==> src/rtl/cpu_pkg.sv <==
`default_nettype none
// +----------------------------------------------------------------------------+
// | cpu_pkg : shared widths, reset constants and fetch FSM encoding            |
// | Rev 1.0                                                                    |
// +----------------------------------------------------------------------------+
package cpu_pkg;

    localparam int          ADDR_W    = 32;
    localparam int          DATA_W    = 32;
    localparam logic [31:0] RESET_PC  = 32'h0000_0000;
    localparam logic [31:0] NOP_INSTR = 32'h0000_0000;

    typedef enum logic [1:0] {
        FETCH = 2'd0,
        WAIT  = 2'd1,
        HOLD  = 2'd2,
        DROP  = 2'd3
    } fetch_state_t;

endpackage
`default_nettype wire

==> src/rtl/fetch_out_slot.sv <==
`default_nettype none
// +----------------------------------------------------------------------------+
// | fetch_out_slot : IF/ID output register with load / clear / consume         |
// | Rev 1.0                                                                    |
// +----------------------------------------------------------------------------+
module fetch_out_slot #(
    parameter int                ADDR_W    = cpu_pkg::ADDR_W,
    parameter int                DATA_W    = cpu_pkg::DATA_W,
    parameter logic [DATA_W-1:0] NOP_INSTR = cpu_pkg::NOP_INSTR
) (
    input  logic              clk,
    input  logic              rst,
    input  logic              free,
    input  logic              load,
    input  logic              clear,
    input  logic [ADDR_W-1:0] load_pc,
    input  logic [DATA_W-1:0] load_instr,
    output logic              out_valid,
    output logic [ADDR_W-1:0] out_pc,
    output logic [DATA_W-1:0] out_instr,
    output logic [ADDR_W-1:0] out_pc_plus4
);
    import cpu_pkg::*;

    localparam logic [ADDR_W-1:0] C_FOUR = ADDR_W'(4);

    logic              r_valid;
    logic [ADDR_W-1:0] r_pc;
    logic [DATA_W-1:0] r_instr;
    logic [ADDR_W-1:0] r_pc_plus4;

    // clear beats load; a consumed slot with nothing new keeps pc/instr
    always_ff @(posedge clk) begin
        if (rst) begin
            r_valid    <= 1'b0;
            r_pc       <= '0;
            r_instr    <= NOP_INSTR;
            r_pc_plus4 <= C_FOUR;
        end else if (clear) begin
            r_valid    <= 1'b0;
            r_instr    <= NOP_INSTR;
        end else if (load) begin
            r_valid    <= 1'b1;
            r_pc       <= load_pc;
            r_instr    <= load_instr;
            r_pc_plus4 <= load_pc + C_FOUR;
        end else if (free) begin
            r_valid    <= 1'b0;
        end
    end

    assign out_valid    = r_valid;
    assign out_pc       = r_pc;
    assign out_instr    = r_instr;
    assign out_pc_plus4 = r_pc_plus4;

endmodule
`default_nettype wire

==> src/rtl/fetch_stage.sv <==
`default_nettype none
// +----------------------------------------------------------------------------+
// | fetch_stage : PC owner, single-outstanding imem fetch, redirect handling   |
// | Rev 1.0                                                                    |
// +----------------------------------------------------------------------------+
module fetch_stage #(
    parameter int                ADDR_W    = cpu_pkg::ADDR_W,
    parameter int                DATA_W    = cpu_pkg::DATA_W,
    parameter logic [ADDR_W-1:0] RESET_PC  = cpu_pkg::RESET_PC,
    parameter logic [DATA_W-1:0] NOP_INSTR = cpu_pkg::NOP_INSTR
) (
    input  logic              clk,
    input  logic              rst,
    output logic              imem_req_valid,
    input  logic              imem_req_ready,
    output logic [ADDR_W-1:0] imem_req_addr,
    input  logic              imem_resp_valid,
    input  logic [DATA_W-1:0] imem_resp_data,
    input  logic              redirect_valid,
    input  logic [ADDR_W-1:0] redirect_pc,
    input  logic              stall,
    output logic              out_valid,
    output logic [ADDR_W-1:0] out_pc,
    output logic [DATA_W-1:0] out_instr,
    output logic [ADDR_W-1:0] out_pc_plus4
);
    import cpu_pkg::*;

    localparam logic [ADDR_W-1:0] C_FOUR = ADDR_W'(4);

    fetch_state_t      r_state;
    fetch_state_t      w_next_state;
    logic [ADDR_W-1:0] r_pc;
    logic [ADDR_W-1:0] r_inflight_pc;
    logic [ADDR_W-1:0] r_hold_pc;
    logic [DATA_W-1:0] r_hold_data;
    logic              r_hold_valid;

    logic              w_req_valid;
    logic              w_accept;
    logic              w_free;
    logic              w_load;
    logic [ADDR_W-1:0] w_load_pc;
    logic [DATA_W-1:0] w_load_instr;

    assign w_free   = !out_valid || !stall;
    assign w_accept = w_req_valid && imem_req_ready;

    always_ff @(posedge clk) begin
        if (rst) begin
            r_state <= FETCH;
        end else begin
            r_state <= w_next_state;
        end
    end

    always_comb begin
        w_next_state = r_state;
        if (redirect_valid) begin
            case (r_state)
                // a response landing in the same cycle as a redirect is dropped
                // right here; otherwise wait out the wrong-path response
                WAIT:    w_next_state = imem_resp_valid ? FETCH : DROP;
                DROP:    w_next_state = imem_resp_valid ? FETCH : DROP;
                default: w_next_state = FETCH;
            endcase
        end else begin
            case (r_state)
                FETCH:   if (w_accept)        w_next_state = WAIT;
                WAIT:    if (imem_resp_valid) w_next_state = w_free ? FETCH : HOLD;
                HOLD:    if (w_free)          w_next_state = FETCH;
                DROP:    if (imem_resp_valid) w_next_state = FETCH;
                default:                      w_next_state = FETCH;
            endcase
        end
    end

    always_comb begin
        w_req_valid  = (r_state == FETCH) && !redirect_valid && !rst;
        w_load       = 1'b0;
        w_load_pc    = r_inflight_pc;
        w_load_instr = imem_resp_data;
        if (!redirect_valid && w_free) begin
            case (r_state)
                WAIT: w_load = imem_resp_valid;
                HOLD: begin
                    w_load       = r_hold_valid;
                    w_load_pc    = r_hold_pc;
                    w_load_instr = r_hold_data;
                end
                default: w_load = 1'b0;
            endcase
        end
    end

    always_ff @(posedge clk) begin
        if (rst) begin
            r_pc          <= RESET_PC;
            r_inflight_pc <= '0;
            r_hold_pc     <= '0;
            r_hold_data   <= NOP_INSTR;
            r_hold_valid  <= 1'b0;
        end else if (redirect_valid) begin
            r_pc          <= redirect_pc;
            r_hold_valid  <= 1'b0;
        end else begin
            if (w_accept) begin
                r_inflight_pc <= r_pc;
                r_pc          <= r_pc + C_FOUR;
            end
            if ((r_state == WAIT) && imem_resp_valid && !w_free) begin
                r_hold_valid <= 1'b1;
                r_hold_pc    <= r_inflight_pc;
                r_hold_data  <= imem_resp_data;
            end else if ((r_state == HOLD) && w_free) begin
                r_hold_valid <= 1'b0;
            end
        end
    end

    assign imem_req_valid = w_req_valid;
    assign imem_req_addr  = r_pc;

    fetch_out_slot #(
        .ADDR_W    (ADDR_W),
        .DATA_W    (DATA_W),
        .NOP_INSTR (NOP_INSTR)
    ) u_out_slot (
        .clk          (clk),
        .rst          (rst),
        .free         (w_free),
        .load         (w_load),
        .clear        (redirect_valid),
        .load_pc      (w_load_pc),
        .load_instr   (w_load_instr),
        .out_valid    (out_valid),
        .out_pc       (out_pc),
        .out_instr    (out_instr),
        .out_pc_plus4 (out_pc_plus4)
    );

endmodule
`default_nettype wire

==> config.mk <==
export PLATFORM = sky130hd
export DESIGN_NAME = fetch_stage
export DESIGN_NICKNAME = d
export VERILOG_FILES = /design/src/rtl/cpu_pkg.sv /design/src/rtl/fetch_out_slot.sv /design/src/rtl/fetch_stage.sv
export SDC_FILE = /design/constraint.sdc
export NUM_CORES = 1
export LEC_CHECK = 0
export ABC_AREA = 1
export BUFFER_PORTS_ARGS = -buffer_cell sky130_fd_sc_hd__buf_2
export CAP_MARGIN = 5
export CORE_MARGIN = 2
export CORE_UTILIZATION = 35
export CTS_BUF_LIST = sky130_fd_sc_hd__clkbuf_8
export CTS_CLUSTER_DIAMETER = 150
export CTS_CLUSTER_SIZE = 30
export DETAILED_ROUTE_END_ITERATION = 7
export PLACE_DENSITY = 0.61
export SETUP_SLACK_MARGIN = 0.15
export SLEW_MARGIN = 5
export SYNTH_ARGS = -nofsm -noshare
export SYNTH_HDL_FRONTEND = slang
export SYNTH_SLANG_ARGS = --single-unit
==> constraint.sdc <==
create_clock -name clk -period 4.8 [get_ports clk]
set_input_delay 0.48 -clock clk [delete_from_list [all_inputs] [get_ports clk]]
set_output_delay 0.48 -clock clk [all_outputs]
set_load 0.02 [all_outputs]
# Word-level counts from Yosys, hierarchy flattened
# Index checks and enable logic that the tools add are counted.
# W data, S select, Z words.
[word_totals] regBits=228 latchBits=0 ram_bits=0 mem_bits_ro=0 n_memories=0
[classes] addsub=2 multipliers=0 div=0 magnitude_cmp=0 eq_ne=7 shift=0 n_mux=21 bitwise=1 n_reduce_logical=23
[ops] operator="$mux W32" count=6
[ops] operator="$add A32 B3 Y32 const B" count=2
[ops] operator="$mux W2" count=8
[ops] operator="$ne A3 B3 Y1 const B" count=4
[ops] operator="$pmux W2 S4" count=1
[ops] operator="$logic_and A1 B1 Y1" count=7
[ops] operator="$reduce_and A2 Y1" count=3
[ops] operator="$reduce_bool A2 Y1" count=3
[ops] operator="$logic_not A1 Y1" count=5
[ops] operator="$mux W1" count=5
[ops] operator="$eq A2 B2 Y1 const B" count=2
[ops] operator="$reduce_and A4 Y1" count=1
[ops] operator="$reduce_or A2 Y1" count=2
[ops] operator="$eq A2 B1 Y1 const B" count=1
[ops] operator="$logic_not A2 Y1" count=1
[ops] operator="$pmux W1 S2" count=1
[ops] operator="$logic_or A1 B1 Y1" count=1
[ops] operator="$not A1 Y1" count=1

# Longest topological paths before layout
[logic_depth] ltp_word=7 ltp_mapped=17

# Hierarchy
# A second synthesis with hierarchy kept.
[hier_totals] hier_cells=1547 area_unflattened_um2=10675.2
[modules_own_cells] mod="fetch_stage" n_inst=1 cells_each=912 area_each_um2=6414.9 seq_area_each_um2=2622.5
[modules_own_cells] mod="fetch_out_slot" n_inst=1 cells_each=635 area_each_um2=4260.3 seq_area_each_um2=1901.8

# Worst setup path after synthesis
# No wires, ideal clock.
[synth_path] path_kind="in2reg" start="in redirect_valid" end="reg u_out_slot.r_pc_plus4[24] (netlist: u_out_slot.out_pc_plus4[24])" arrival_ps=1986 path_slack_ps=2699 cell_stages=14 path_cell_list="buf_6 -> inv_8 -> nand3_4 -> clkinv_2 -> nand2_1 -> nand2_1 -> ha_1 -> nand3_1 -> nor2_2 -> nand2_1 -> inv_2 -> nand3_1 -> o21ai_0 -> nor2_1"
[synth_between] elab_chain_cells=4 elab_cells_between_ends=7 cone_classes="add/sub: 1; mux: 2; bitwise: 1; reduce/logical: 3"
[synth_rtl] item="start, declared" line="fetch_stage.sv:19" text="input logic redirect_valid,"
[synth_rtl] item="$logic_not A1 Y1" line="fetch_stage.sv:83" text="if (!redirect_valid && w_free) begin"
[synth_rtl] item="$logic_and A1 B1 Y1" line="fetch_stage.sv:83"
[synth_rtl] item="$mux W32" line="fetch_stage.sv:83"
[synth_rtl] item="via u_out_slot.load_pc[2]" line="fetch_out_slot.sv:16" text="input logic [ADDR_W-1:0] load_pc,"
[synth_rtl] item="$add A32 B3 Y32" line="fetch_out_slot.sv:46" text="r_pc_plus4 <= load_pc + C_FOUR;"
[synth_rtl] item="end signal, assigned" line="fetch_out_slot.sv:46"
[synth_rtl] item="end, declared" line="fetch_out_slot.sv:30" text="logic [ADDR_W-1:0] r_pc_plus4;"
# The timed path passes the listed nets, and every way through them passes these cells.
# A chain may end at the register's enable or synchronous reset.

# Worst setup path after layout
[layout_path] start="reg r_state[0]" end="reg u_out_slot.r_pc_plus4[24] (netlist: u_out_slot.out_pc_plus4[24])"
[layout_between] elab_chain_cells=4 elab_cells_between_ends=8 cone_classes="add/sub: 1; eq/ne: 2; mux: 4; reduce/logical: 1"
[layout_rtl] item="start, declared" line="fetch_stage.sv:31" text="fetch_state_t r_state;"
[layout_rtl] item="start signal, assigned" line="fetch_stage.sv:53" text="r_state <= w_next_state;"
[layout_rtl] item="$eq A2 B2 Y1" line="fetch_stage.sv:84" text="case (r_state)"
[layout_rtl] item="$mux W32" line="fetch_stage.sv:84"
[layout_rtl] item="$mux W32" line="fetch_stage.sv:83"
[layout_rtl] item="via u_out_slot.load_pc[2]" line="fetch_out_slot.sv:16"
[layout_rtl] item="$add A32 B3 Y32" line="fetch_out_slot.sv:46"
# The timed path passes the listed nets, and every way through them passes these cells.

==> metrics.txt <==
status=finished clean; clock latency on the worst-skew pair=0.53 ns; P_int=2.24 mW; Worst Skew=0.0173 ns; most frequent cells in the layout=nand2_1, nor2_1, dfxtp_1, buf_2, o21ai_0; Switching Fraction=28.2%; Multi-input gate area=5340 um^2; Resize count post-CTS=0; worst hold path type=in2reg; DPL Wire Length=23500 um; Total GRT Usage=19.9%; setup TNS=0 ns; GP Congestion=0.898; Comb pwr share=11.4%; setup bufs post-CTS=0; Remaining Overflow, GRT=0; placed insts=2112; Starting Density=35.5%; chip height=180 um; Max Freq=323 MHz; Crit. End Element=flip-flop; Hold Fails Final Rpt=0; final core occ=39.8%; Final setup viols=0; Post-Syn Instances=1597; vias in the first global route=9744; top-level I/O count=200; Req. time, crit path=5.25 ns; Port Buf Inserts=199; Avg WL per Cell=15.6 um; Post-Place Setup Slack=1.48 ns; Startpoint Class=flip-flop; synth top area cells=dfxtp_1, nand2_1, o21ai_0, nor2_1, a21oi_1; Power Density=257 nW/um^2; Die X=180 um; Clock Sinks=226; CTS clk-pin slew, worst paths=0.18 ns; drt pass-1 iters=6; row count=64; clock buffer depth=3; met1 usage=29.9%; Tmin final=3.09 ns; TritonCTS clock tree=yes; core area=30500 um^2; Clk network pwr share=26.2%; Worst Path Arrival=3.54 ns; ANT nets after route=0; first-pass GRT wire length=53400 um; share of the synthesized area in the top cell type=41.8%; Final Non-Filler Cells=2126; Die Area=32400 um^2; FF+latch count, synth=226; Warnings, synthesis=0; Synth area leader=dfxtp_1; GRT met3 Usage=2.45%; # hold bufs at CTS=0; leakage power=5.33 nW; critical path start-end classification=reg2reg; DRC=0; post-synth cell types=43; largest net degree at the start of global routing=80; drt initial violations=860; FF+latch area=4520 um^2; RSZ-0062 raised after global routing=no; Max Slew Vio Count=0; H-tree depth=1; EDFF count, synth=0; clock root buffer=clkbuf_8; switching power total=0.880 mW; VDD IR-drop max=149 uV; share of cells above drive strength 1=16.1%; Syn Nets=1674; Main synth FF type=dfxtp_1; Max Cap Viol=0; Routed Wire Length=33200 um; gr busiest metal=met2; initial antenna violation count=2; register share of total power=62.5%; Via Count=10600; worst setup margin=1.71 ns; nets@finish=1806; area delta synth->final=12.1%; syn avg cell area=6.78 um^2; relative slew slack=19.3%; sequential-to-total area share from yosys stat=41.8%; Vias/cell=4.97; met2 global-route usage=30.3%; commonest non-fill, non-tap cell in the layout=nand2_1; Fillers=3306; Crit Path Max Fanout=35; Final period util=64.4%; CTS Buf Count=11; asr flop ratio synth=0%; Post-Synthesis Cell Area=10800 um^2; Worst-Margin Slew=1.21 ns
cells in the mapped netlist, types with 7 or more instances:
| master | number |
|---|---|
| clkbuf_1 | 53 |
| o22ai_1 | 34 |
| nand2_2 | 8 |
| buf_2 | 23 |
| o21ai_0 | 194 |
| xor2_1 | 11 |
| o21ai_1 | 13 |
| nor2_1 | 254 |
| ha_1 | 7 |
| nor3_1 | 15 |
| dfxtp_1 | 226 |
| nor2_2 | 17 |
| inv_1 | 125 |
| nand2_1 | 366 |
| a31oi_1 | 16 |
| a21oi_1 | 124 |
| nand3_1 | 39 |
worst paths after layout:
path                            slack [ns]  cells after the start                           to            start
worst min register to register        0.46                      2                r_hold_pc[26]    r_hold_pc[26]
worst max register to register        1.71                     14  u_out_slot.out_pc_plus4[24]       r_state[0]
worst max-delay path                  1.71                     14  u_out_slot.out_pc_plus4[24]       r_state[0]
worst min-delay path                  0.20                      3            imem_req_addr[17]  redirect_pc[17]
sequential cells by signal, indices dropped and copies added (netlist names):
name and flops:
imem_req_addr 32, r_hold_data 32, r_hold_pc 32, r_hold_valid 1, r_inflight_pc 32, r_state 2
u_out_slot.out_instr 32, u_out_slot.out_pc 30, u_out_slot.out_pc_plus4 32, u_out_slot.out_valid 1
worst max-delay path: stages, from the launching register on:
cell	delay (ns)
dfxtp_1	0.38
inv_1	0.11
ha_1	0.45
nand3_4	0.19
clkinv_2	0.44
nand2_1	0.09
nand2_1	0.17
ha_1	0.22
nand3_1	0.10
nor2_2	0.17
nand2_1	0.20
inv_2	0.13
nand3_1	0.10
o21ai_0	0.19
nor2_1	0.05
power by group through the flow:
stage / sequential [mW] / combinational (mW) / clock [mW]
final: 1.95 / 0.356 / 0.817
after global routing: 1.96 / 0.401 / 0.908
after CTS: 1.95 / 0.355 / 0.855
after detailed placement: 1.99 / 0.354 / 0
after global placement: 1.99 / 0.351 / 0
after floorplan: 2.00 / 0.219 / 0
layout make-up:
type	count	share of cell area, %
antenna	2	0.0412
clock buffer	11	1.25
clock inverter	1	0.134
inverter	133	4.20
multi-input combinational	1146	44.0
sequential	226	37.3
tap	396	4.08
timing repair buffer	211	9.04
kinds of logic after synthesis:
kind of cell | after synthesis | synth area share, %
fa+ha+maj | 7 | 0.809
flops | 226 | 41.8
simple gates | 723 | 27.5
buf+inv | 225 | 8.99
compound gates | 403 | 19.9
xor+xnor | 13 | 1.05
routing by layer:
metal / up-vias / wire length [um]
met5: - / 0
li1: 5421 / -
met4: 0 / 653
met1: 4809 / 16400
met3: 37 / 1860
met2: 299 / 14300
per-stage QoR:
step | cell area [um^2] | hold slack (ns) | total power [mW]
after floorplan | 10800 | 0.429 | 2.22
after global placement | 12000 | 0.439 | 2.34
after detailed placement | 12000 | 0.444 | 2.34
after CTS | 12100 | 0.178 | 3.16
after global routing | 12100 | 0.192 | 3.27
final | 12100 | 0.204 | 3.12
(Power assumes the default switching activity.)
